`config.mk`:
```
export PLATFORM = sky130hd
export DESIGN_NAME = mod_exp_engine_flat
export DESIGN_NICKNAME = d
export VERILOG_FILES = /design/src/rtl/rsa_pkg.sv /design/src/rtl/mod_exp_engine_if.sv /design/src/rtl/mod_exp_engine_modmul.sv /design/src/rtl/mod_exp_engine.sv /design/src/flat_wrapper.sv
export SDC_FILE = /design/constraint.sdc
export NUM_CORES = 2
export LEC_CHECK = 0
export ABC_AREA = 1
export BUFFER_PORTS_ARGS = -buffer_cell sky130_fd_sc_hd__buf_2
export CAP_MARGIN = 20
export CELL_PAD_IN_SITES_DETAIL_PLACEMENT = 1
export CELL_PAD_IN_SITES_GLOBAL_PLACEMENT = 1
export CORE_UTILIZATION = 41
export DETAILED_ROUTE_END_ITERATION = 10
export PLACE_DENSITY = 0.81
export SYNTH_ARGS = -nofsm -noshare
export SYNTH_HDL_FRONTEND = slang
export SYNTH_HIERARCHICAL = 1
export SYNTH_SLANG_ARGS = --single-unit
```
`constraint.sdc`:
```
create_clock -name clk -period 32.7 [get_ports clk]
set_input_delay 9.81 -clock clk [delete_from_list [all_inputs] [get_ports clk]]
set_output_delay 9.81 -clock clk [all_outputs]
set_load 0.03 [all_outputs]
```
`src/rtl/rsa_pkg.sv`:
```
// ============================================================
// Package : rsa_pkg
// Shared state encoding and default width for the mod-exp slice.
// Revision: 1.0
// ============================================================
`default_nettype none

package rsa_pkg;

  localparam int DEFAULT_WIDTH = 128;

  typedef enum logic [2:0] {
    IDLE   = 3'd0,
    CHECK  = 3'd1,
    SCAN   = 3'd2,
    SQUARE = 3'd3,
    MULT   = 3'd4,
    DONE   = 3'd5
  } state_t;

endpackage

`default_nettype wire

```
`src/rtl/mod_exp_engine_if.sv`:
```
// ============================================================
// Interface : mod_exp_engine_if
// Request/response handshake bundle of the modular exponentiator.
// Revision: 1.0
// ============================================================
`default_nettype none

interface mod_exp_engine_if #(
  parameter int WIDTH     = rsa_pkg::DEFAULT_WIDTH,
  parameter int EXP_WIDTH = 2 * WIDTH
);

  logic                 in_valid;
  logic                 in_ready;
  logic [WIDTH-1:0]     base;
  logic [EXP_WIDTH-1:0] exponent;
  logic [WIDTH-1:0]     modulus;
  logic                 out_valid;
  logic                 out_ready;
  logic [WIDTH-1:0]     result;
  logic                 err;

  modport master (
    output in_valid, base, exponent, modulus, out_ready,
    input  in_ready, out_valid, result, err
  );

  modport slave (
    input  in_valid, base, exponent, modulus, out_ready,
    output in_ready, out_valid, result, err
  );

endinterface

`default_nettype wire

```
`src/rtl/mod_exp_engine_modmul.sv`:
```
// ============================================================
// Module : modmul
// Bit-serial interleaved modular multiplier (a*b mod m), MSB first.
// Revision: 1.0
// ============================================================
`default_nettype none

module modmul
  import rsa_pkg::*;
#(
  parameter int WIDTH = DEFAULT_WIDTH
) (
  input  wire logic             clk,
  input  wire logic             reset,
  input  wire logic             start,
  input  wire logic [WIDTH-1:0] a,
  input  wire logic [WIDTH-1:0] b,
  input  wire logic [WIDTH-1:0] m,
  output logic                  busy,
  output logic                  done,
  output logic [WIDTH-1:0]      p
);

  localparam int             c_CNT_W = $clog2(WIDTH + 1);
  localparam logic [c_CNT_W-1:0] c_LAST = c_CNT_W'(WIDTH - 1);

  logic [WIDTH-1:0]   r_a;
  logic [WIDTH-1:0]   r_b;
  logic [WIDTH-1:0]   r_m;
  logic [WIDTH+1:0]   r_p;
  logic [c_CNT_W-1:0] r_cnt;
  logic               r_busy;

  logic [WIDTH+1:0]   w_m_ext;
  logic [WIDTH+1:0]   w_dbl;
  logic [WIDTH+1:0]   w_s1;
  logic [WIDTH+1:0]   w_s2;

  // P < m on entry, so 2P + B < 3m: two conditional subtractions restore P < m.
  always_comb begin
    w_m_ext = {2'b00, r_m};
    w_dbl   = (r_p << 1) + (r_a[WIDTH-1] ? {2'b00, r_b} : '0);
    w_s1    = (w_dbl >= w_m_ext) ? (w_dbl - w_m_ext) : w_dbl;
    w_s2    = (w_s1 >= w_m_ext) ? (w_s1 - w_m_ext) : w_s1;
  end

  always_ff @(posedge clk or posedge reset) begin
    if (reset) begin
      r_a    <= '0;
      r_b    <= '0;
      r_m    <= '0;
      r_p    <= '0;
      r_cnt  <= '0;
      r_busy <= 1'b0;
    end else if (!r_busy) begin
      if (start) begin
        r_a    <= a;
        r_b    <= b;
        r_m    <= m;
        r_p    <= '0;
        r_cnt  <= '0;
        r_busy <= 1'b1;
      end
    end else begin
      r_p   <= w_s2;
      r_a   <= r_a << 1;
      r_cnt <= r_cnt + 1'b1;
      if (r_cnt == c_LAST) begin
        r_busy <= 1'b0;
      end
    end
  end

  assign busy = r_busy;
  assign done = r_busy && (r_cnt == c_LAST);
  assign p    = w_s2[WIDTH-1:0];

endmodule

`default_nettype wire

```
`src/rtl/mod_exp_engine.sv`:
```
// ============================================================
// Module : mod_exp_engine
// Left-to-right square-and-multiply modular exponentiation.
// Revision: 1.0
// ============================================================
`default_nettype none

module mod_exp_engine
  import rsa_pkg::*;
#(
  parameter int WIDTH     = DEFAULT_WIDTH,
  parameter int EXP_WIDTH = 2 * WIDTH
) (
  input  wire logic         clk,
  input  wire logic         reset,
  mod_exp_engine_if.slave   bus
);

  localparam int                  c_BITS_W = $clog2(EXP_WIDTH + 1);
  localparam logic [c_BITS_W-1:0] c_BITS_INIT = c_BITS_W'(EXP_WIDTH);
  localparam logic [c_BITS_W-1:0] c_BITS_LAST = c_BITS_W'(1);

  state_t                r_state;
  state_t                w_state_next;

  logic [WIDTH-1:0]      r_base;
  logic [WIDTH-1:0]      r_mod;
  logic [EXP_WIDTH-1:0]  r_exp;
  logic [c_BITS_W-1:0]   r_bits;
  logic [WIDTH-1:0]      r_acc;
  logic [WIDTH-1:0]      r_result;
  logic                  r_err;

  logic                  w_in_ready;
  logic                  w_out_valid;
  logic                  w_mm_start;
  logic                  w_mm_busy;
  logic                  w_mm_done;
  logic [WIDTH-1:0]      w_mm_b;
  logic [WIDTH-1:0]      w_mm_p;
  logic                  w_illegal;
  logic                  w_exp_zero;
  logic                  w_last_bit;

  assign w_illegal  = (r_mod == '0) || (r_base >= r_mod);
  assign w_exp_zero = (r_exp == '0);
  assign w_last_bit = (r_bits == c_BITS_LAST);
  assign w_mm_b     = (r_state == MULT) ? r_base : r_acc;

  modmul #(
    .WIDTH (WIDTH)
  ) u_modmul (
    .clk   (clk),
    .reset (reset),
    .start (w_mm_start),
    .a     (r_acc),
    .b     (w_mm_b),
    .m     (r_mod),
    .busy  (w_mm_busy),
    .done  (w_mm_done),
    .p     (w_mm_p)
  );

  always_ff @(posedge clk or posedge reset) begin
    if (reset) begin
      r_state <= IDLE;
    end else begin
      r_state <= w_state_next;
    end
  end

  always_comb begin
    w_state_next = r_state;
    w_in_ready   = 1'b0;
    w_out_valid  = 1'b0;
    w_mm_start   = 1'b0;
    case (r_state)
      IDLE: begin
        w_in_ready = 1'b1;
        if (bus.in_valid) begin
          w_state_next = CHECK;
        end
      end
      CHECK: begin
        if (w_illegal || w_exp_zero) begin
          w_state_next = DONE;
        end else if (r_exp[EXP_WIDTH-1]) begin
          w_state_next = SQUARE;
        end else begin
          w_state_next = SCAN;
        end
      end
      // The bit about to become MSB decides, so SCAN spends exactly z cycles.
      SCAN: begin
        if (r_exp[EXP_WIDTH-2]) begin
          w_state_next = SQUARE;
        end
      end
      SQUARE: begin
        w_mm_start = !w_mm_busy;
        if (w_mm_done) begin
          if (r_exp[EXP_WIDTH-1]) begin
            w_state_next = MULT;
          end else if (w_last_bit) begin
            w_state_next = DONE;
          end
        end
      end
      MULT: begin
        w_mm_start = !w_mm_busy;
        if (w_mm_done) begin
          w_state_next = w_last_bit ? DONE : SQUARE;
        end
      end
      DONE: begin
        w_out_valid = 1'b1;
        if (bus.out_ready) begin
          w_state_next = IDLE;
        end
      end
      default: begin
        w_state_next = IDLE;
      end
    endcase
  end

  always_ff @(posedge clk or posedge reset) begin
    if (reset) begin
      r_base   <= '0;
      r_mod    <= '0;
      r_exp    <= '0;
      r_bits   <= '0;
      r_acc    <= '0;
      r_result <= '0;
      r_err    <= 1'b0;
    end else begin
      case (r_state)
        IDLE: begin
          if (bus.in_valid) begin
            r_base <= bus.base;
            r_exp  <= bus.exponent;
            r_mod  <= bus.modulus;
          end
        end
        CHECK: begin
          r_bits <= c_BITS_INIT;
          if (w_illegal) begin
            r_result <= '0;
            r_err    <= 1'b1;
          end else if (w_exp_zero) begin
            r_result <= (r_mod == WIDTH'(1)) ? '0 : WIDTH'(1);
            r_err    <= 1'b0;
          end else begin
            r_acc <= WIDTH'(1);
            r_err <= 1'b0;
          end
        end
        SCAN: begin
          r_exp  <= r_exp << 1;
          r_bits <= r_bits - 1'b1;
        end
        SQUARE: begin
          if (w_mm_done) begin
            r_acc <= w_mm_p;
            if (!r_exp[EXP_WIDTH-1]) begin
              if (w_last_bit) begin
                r_result <= w_mm_p;
              end else begin
                r_exp  <= r_exp << 1;
                r_bits <= r_bits - 1'b1;
              end
            end
          end
        end
        MULT: begin
          if (w_mm_done) begin
            r_acc <= w_mm_p;
            if (w_last_bit) begin
              r_result <= w_mm_p;
            end else begin
              r_exp  <= r_exp << 1;
              r_bits <= r_bits - 1'b1;
            end
          end
        end
        default: begin
        end
      endcase
    end
  end

  assign bus.in_ready  = w_in_ready;
  assign bus.out_valid = w_out_valid;
  assign bus.result    = r_result;
  assign bus.err       = r_err;

endmodule

`default_nettype wire

```
`src/flat_wrapper.sv`:
```
// flat-port wrapper written by rule: the top's interface ports become plain ports
module mod_exp_engine_flat import rsa_pkg::*;
#(
  parameter int WIDTH     = DEFAULT_WIDTH,
  parameter int EXP_WIDTH = 2 * WIDTH
)
  (clk, reset, bus_in_valid, bus_base, bus_exponent, bus_modulus, bus_out_ready, bus_in_ready, bus_out_valid, bus_result, bus_err);
  mod_exp_engine_if #(.WIDTH(WIDTH), .EXP_WIDTH(EXP_WIDTH)) bus_i ();
  input  wire logic clk;
  input  wire logic reset;
  input wire logic [$bits(bus_i.in_valid)-1:0] bus_in_valid;
  input wire logic [$bits(bus_i.base)-1:0] bus_base;
  input wire logic [$bits(bus_i.exponent)-1:0] bus_exponent;
  input wire logic [$bits(bus_i.modulus)-1:0] bus_modulus;
  input wire logic [$bits(bus_i.out_ready)-1:0] bus_out_ready;
  output wire logic [$bits(bus_i.in_ready)-1:0] bus_in_ready;
  output wire logic [$bits(bus_i.out_valid)-1:0] bus_out_valid;
  output wire logic [$bits(bus_i.result)-1:0] bus_result;
  output wire logic [$bits(bus_i.err)-1:0] bus_err;
  assign bus_i.in_valid = bus_in_valid;
  assign bus_i.base = bus_base;
  assign bus_i.exponent = bus_exponent;
  assign bus_i.modulus = bus_modulus;
  assign bus_i.out_ready = bus_out_ready;
  assign bus_in_ready = bus_i.in_ready;
  assign bus_out_valid = bus_i.out_valid;
  assign bus_result = bus_i.result;
  assign bus_err = bus_i.err;
  mod_exp_engine #(.WIDTH(WIDTH), .EXP_WIDTH(EXP_WIDTH)) u_core (.clk(clk), .reset(reset), .bus(bus_i));
endmodule
```
After elaboration in Yosys (flattened, before gate mapping)

Cells that the tools add are included.

Bits in registers: 1303
Input bits: 516
Output and inout port bits: 131
Logic and storage cells: 118

Add/sub/neg operators: 5
Magnitude comparators: 3
Equality and inequality tests: 21
Multiplexer cells: 52
Bitwise logic cells: 1
Reduce and logical (&&, ||, !) cells: 21

Operators with widths:

| operator             | count |
|---|---|
| $mux 128             | 13 |
| $mux 256             | 6 |
| $pmux 256 s4         | 1 |
| $mux 129             | 3 |
| $pmux 128 s3         | 1 |
| $ge 130x128->1       | 2 |
| $logic_not 256->1    | 1 |
| $pmux 128 s2         | 1 |
| $add 130x128->130    | 1 |
| $mux 130             | 1 |
| $sub 130x128->130    | 1 |
| $sub 129x128->129    | 1 |
| $eq 128x1->1 const B | 1 |
| $ge 128x128->1       | 1 |
| $logic_not 128->1    | 1 |
| $mux 9               | 4 |
| $pmux 9 s4           | 1 |
| $mux 3               | 9 |
| $ne 2x2->1 const B   | 9 |
| $pmux 3 s6           | 1 |
| $mux 8               | 2 |
| $reduce_and 5->1     | 2 |
| $eq 9x1->1 const B   | 1 |
| $mux 1               | 9 |
| other kinds (21)     | 30 |

Logic depth before layout (Yosys ltp)

Word-level depth: 10
Gate-level depth with buffers: 68
Depth with buffers taken out: 63

Modules after synthesis

Netlist, hierarchy kept.

Modules (own cells, without submodules):

| module         | times used | cells each | area each (µm²) | seq. area each (µm²) |
|---|---|---|---|---|
| modmul         | 1          | 8901       | 54284.6         | 13062.5 |
| mod_exp_engine | 1          | 4411       | 37852.6         | 19543.7 |

Worst setup path after synthesis

Ideal clock, no wire load.

Path kind: input -> register
Start: input bus_in_valid
End: register u_core.r_base[10]
Library setup time: 0.125 ns
Arrival: 10.961 ns
Required time: 32.575 ns
Slack: 21.614 ns
Stages: 4
Buffers on the path: 2
Cell sequence: nand2_1 clkbuf_1 clkbuf_1 mux2_2

Longest elaborated chain between the ends: 1

RTL lines:

| what                       | line                  | source |
|---|---|---|
| from (decl)                | flat_wrapper.sv:11    | `input wire logic [$bits(bus_i.in_valid)-1:0] bus_in_valid;` |
| $reduce_and 2->1 (no line) | n/a                   |  |
| to (signal assigned)       | mod_exp_engine.sv:140 | `r_base <= bus.base;` |
| to (decl)                  | mod_exp_engine.sv:26  | `logic [WIDTH-1:0] r_base;` |

Every way passes these cells.
A chain may end at the register's enable or synchronous reset.

==> flow_summary.json <==
{
  "outcome": "finished, final reports clean",
  "yosys-top-cells-area": "sky130_fd_sc_hd__dfrtp_1 (35%), sky130_fd_sc_hd__nand2_1 (16%), sky130_fd_sc_hd__ha_1 (7.0%)",
  "syn-instance-count": 13300,
  "num-fill-cells": 29000,
  "final-setup-viol-count": 0,
  "vias": 95300,
  "ys_ff_latch": 1303,
  "synth-async-reset-ratio_pct": 100,
  "timing.critical_path.mode_cell": "sky130_fd_sc_hd__buf_4",
  "layout.nets": 14800,
  "cts_made_buffers": 152,
  "vias_in_the_first_global_route": 97200,
  "hpwlAfterDp_um": 346000,
  "postCtsSetupBuffers": 0,
  "synth.largest_area_cell": "sky130_fd_sc_hd__dfrtp_1",
  "timing.max_slew.rel_slack_pct": 6.42,
  "critPathRequiredTime_ns": 33.54,
  "setup.reg_to_reg.worst_slack_ns": 18.29,
  "post_cts_resize_count": 0,
  "final_core_utilization_pct": 46.3,
  "routabilityCongestion": 1.06,
  "maximum_number_of_pins_on_one_net_before_global_route_repair": 164,
  "tritoncts_num_sinks": 1303,
  "clock-root-buffer": "sky130_fd_sc_hd__clkbuf_16",
  "core_area_um2": 223000,
  "top_level_ports": 647,
  "place.port_buffers": 646,
  "routed_wire_length_per_instance_um": 25.5,
  "final-hold-violation-count": 0,
  "setup.worst_path.class": "in2async",
  "worstMarginPinSlew_ns": 1.40,
  "synth_enable_flop_cells": 0,
  "fp.dieArea_um2": 227000,
  "grt-ovfl-total": 0,
  "crit_path_top_delay_cell": "sky130_fd_sc_hd__buf_4",
  "ys_types": 62,
  "synth_flop_cell": "sky130_fd_sc_hd__dfrtp_1",
  "vias_per_cell": 5.66,
  "grt_first_pass_wirelength_um": 633000,
  "cp.arrival_ns": 15.29,
  "min_period_over_period_pct": 44.2,
  "reg2reg_from": "u_core/u_modmul/r_a[127]$_DFFE_PP0P_",
  "final_common_cell": "sky130_fd_sc_hd__nand2_1",
  "fmaxAchievable_mhz": 69.2,
  "max_stage_delay_ns": 0.81,
  "skew_pair_late_insertion_delay_ns": 0.86,
  "cts-htree-levels": 4,
  "synth_fp_nets": 14300,
  "floorplan.initialDensity_pct": 41.4,
  "yosysWarningCount": 6,
  "yosys.area.top_type_share_pct": 35.4,
  "mostFrequentLayoutCells": "sky130_fd_sc_hd__nand2_1 (3975), sky130_fd_sc_hd__inv_1 (1472), sky130_fd_sc_hd__nor2_1 (1461)",
  "ys_seq_area_share_pct": 35.4,
  "clk_path_buf_depth": 3,
  "postSynthAreaPerCell_um2": 6.92,
  "path_cells": "buf_2 -> inv_8 -> buf_4 -> buf_4 -> buf_4 -> buf_4 -> buf_4 -> buf_4",
  "grt.total_usage_pct": 37.3,
  "time_the_worst_path_needs_with_i_o_delays_and_setup_ns": 14.45,
  "crit_path_end_kind": "asynchronous set/reset pin",
  "reg2reg_to": "u_core/r_acc[95]$_DFFE_PP0P_",
  "horizontal_extent_of_the_die_um": 476,
  "fin_setup_tns_ns": 0,
  "number_of_rows_created_at_floorplan": 173,
  "die-height_um": 476,
  "final_max_slew_viol_count": 0,
  "final_layout_size_suffix_gt1_share_pct": 9.12,
  "timing.clock.skew_ns": 0.0636,
  "grt_antenna_before_repair": 77,
  "routed_wirelength_um": 429000,
  "setup.worst_path.end": "u_core/r_base[113]$_DFFE_PP0P_",
  "critical_path.max_fanout": 98,
  "worstSetupStartpoint": "reset",
  "drt-pass1-iter-count": 6,
  "reg2regPathDepth": 50,
  "cts_hold_buf": 0,
  "hold_path.startpoint": "u_core/u_modmul/r_a[17]$_DFFE_PP0P_",
  "unrepaired_setup_endpoints_after_global_routing": "no",
  "remaining_drc_errors": 0,
  "worst_setup_path_start_kind": "primary input",
  "clk_pin_slew_worst_paths_ns": 0.06,
  "areaGrowthSynthToFinish_pct": 12.0,
  "timing.hold.worst.class": "reg2reg",
  "post_synth_instance_area_um2": 92100,
  "initialDrtViolationCount": 7872,
  "max-cap-violations": 0,
  "tritoncts": "done",
  "final_antenna_net_count": 0
}
==> routing by layer <==
metal / global-route usage (%) / up-vias / part of all wire (%)
met5: 0 / - / 0.14
met4: 14.3 / 92 / 4.2
met1: 49.8 / 47500 / 44
met2: 59.1 / 3033 / 45
li1: - / 44100 / -
met3: 7.67 / 683 / 7.2
==> critical path, delay by kind of cell <==
family                 cells  cell delay (ns)
buffers and inverters      8             5.05
==> worst min path at each step <==
stage                                                end  depth (start not counted)
global route         u_core/u_modmul/r_a[18]$_DFFE_PP0P_                          2
global placement    u_core/u_modmul/r_m[125]$_DFFE_PP0P_                          2
CTS                  u_core/u_modmul/r_a[18]$_DFFE_PP0P_                          2
floorplan           u_core/u_modmul/r_b[127]$_DFFE_PP0P_                          2
finish               u_core/u_modmul/r_a[18]$_DFFE_PP0P_                          2
detailed placement   u_core/u_modmul/r_b[21]$_DFFE_PP0P_                          2
==> cell families (layout without fill, tap and decap cells) <==
kind of cell | count (synthesis) | count (layout) | share of synthesized area, %
other | 0 | 33 | 0
AO/OA/AOI/OAI | 2582 | 2582 | 15.7
XOR/XNOR | 350 | 350 | 3.33
adder cells (fa/ha/maj) | 517 | 517 | 7.05
buffers and inverters | 2000 | 2532 | 8.57
AND/OR/NAND/NOR | 6452 | 6452 | 28.7
multiplexers | 108 | 108 | 1.32
flip-flops | 1303 | 1303 | 35.4
==> metrics by stage <==
stage	hold slack, ns	worst slack (ns)	cell area [µm²]	instances
after global routing	0.494	17.48	103000	16800
after floorplan	0.449	0.963	92100	13300
final	0.471	18.25	103000	16900
after global placement	0.459	17.04	97800	16500
after detailed placement	0.466	17.07	97800	16500
after CTS	0.466	17.94	103000	16800
==> registers in the layout, indices dropped and copies added, names as in the netlist <==
| name | flops |
|---|---|
| u_core/u_modmul/busy | 1 |
| u_core/u_modmul/r_b | 128 |
| u_core/r_exp | 256 |
| u_core/bus.err | 1 |
| u_core/r_mod | 128 |
| u_core/bus.result | 128 |
| u_core/u_modmul/r_cnt | 8 |
| u_core/r_acc | 128 |
| u_core/u_modmul/r_p | 129 |
| u_core/r_bits | 9 |
| u_core/u_modmul/r_a | 128 |
| u_core/r_base | 128 |
| u_core/u_modmul/r_m | 128 |
| u_core/r_state | 3 |
==> synthesized netlist by cell type, drive strengths merged, types with 70 or more instances <==
master / instances
nor2: 1490
xor2: 193
a21oi: 1185
xnor2: 157
a22oi: 254
mux2: 107
ha: 514
nand3: 381
nor3: 70
nand3b: 139
dfrtp: 1303
nor4: 72
buf: 168
o21ai: 831
inv: 1506
nand2: 3996
nand4: 218
clkbuf: 326
==> cell type report <==
class / count / area (µm²) / share of cell area [%]
Inverter: 1506 / 5680 / 5.51
Clock buffer: 213 / 4450 / 4.31
Clock inverter: 55 / 734 / 0.712
Tap cell: 2975 / 3720 / 3.61
Multi-Input combinational cell: 10000 / 51700 / 50.1
Sequential cell: 1303 / 32600 / 31.6
Timing Repair Buffer: 758 / 4150 / 4.02
Antenna cell: 33 / 82.6 / 0.0801
Power is left out: the tool's default activity adds up to more than one toggle a clock period on the data nets, which glitch-free logic cannot reach.
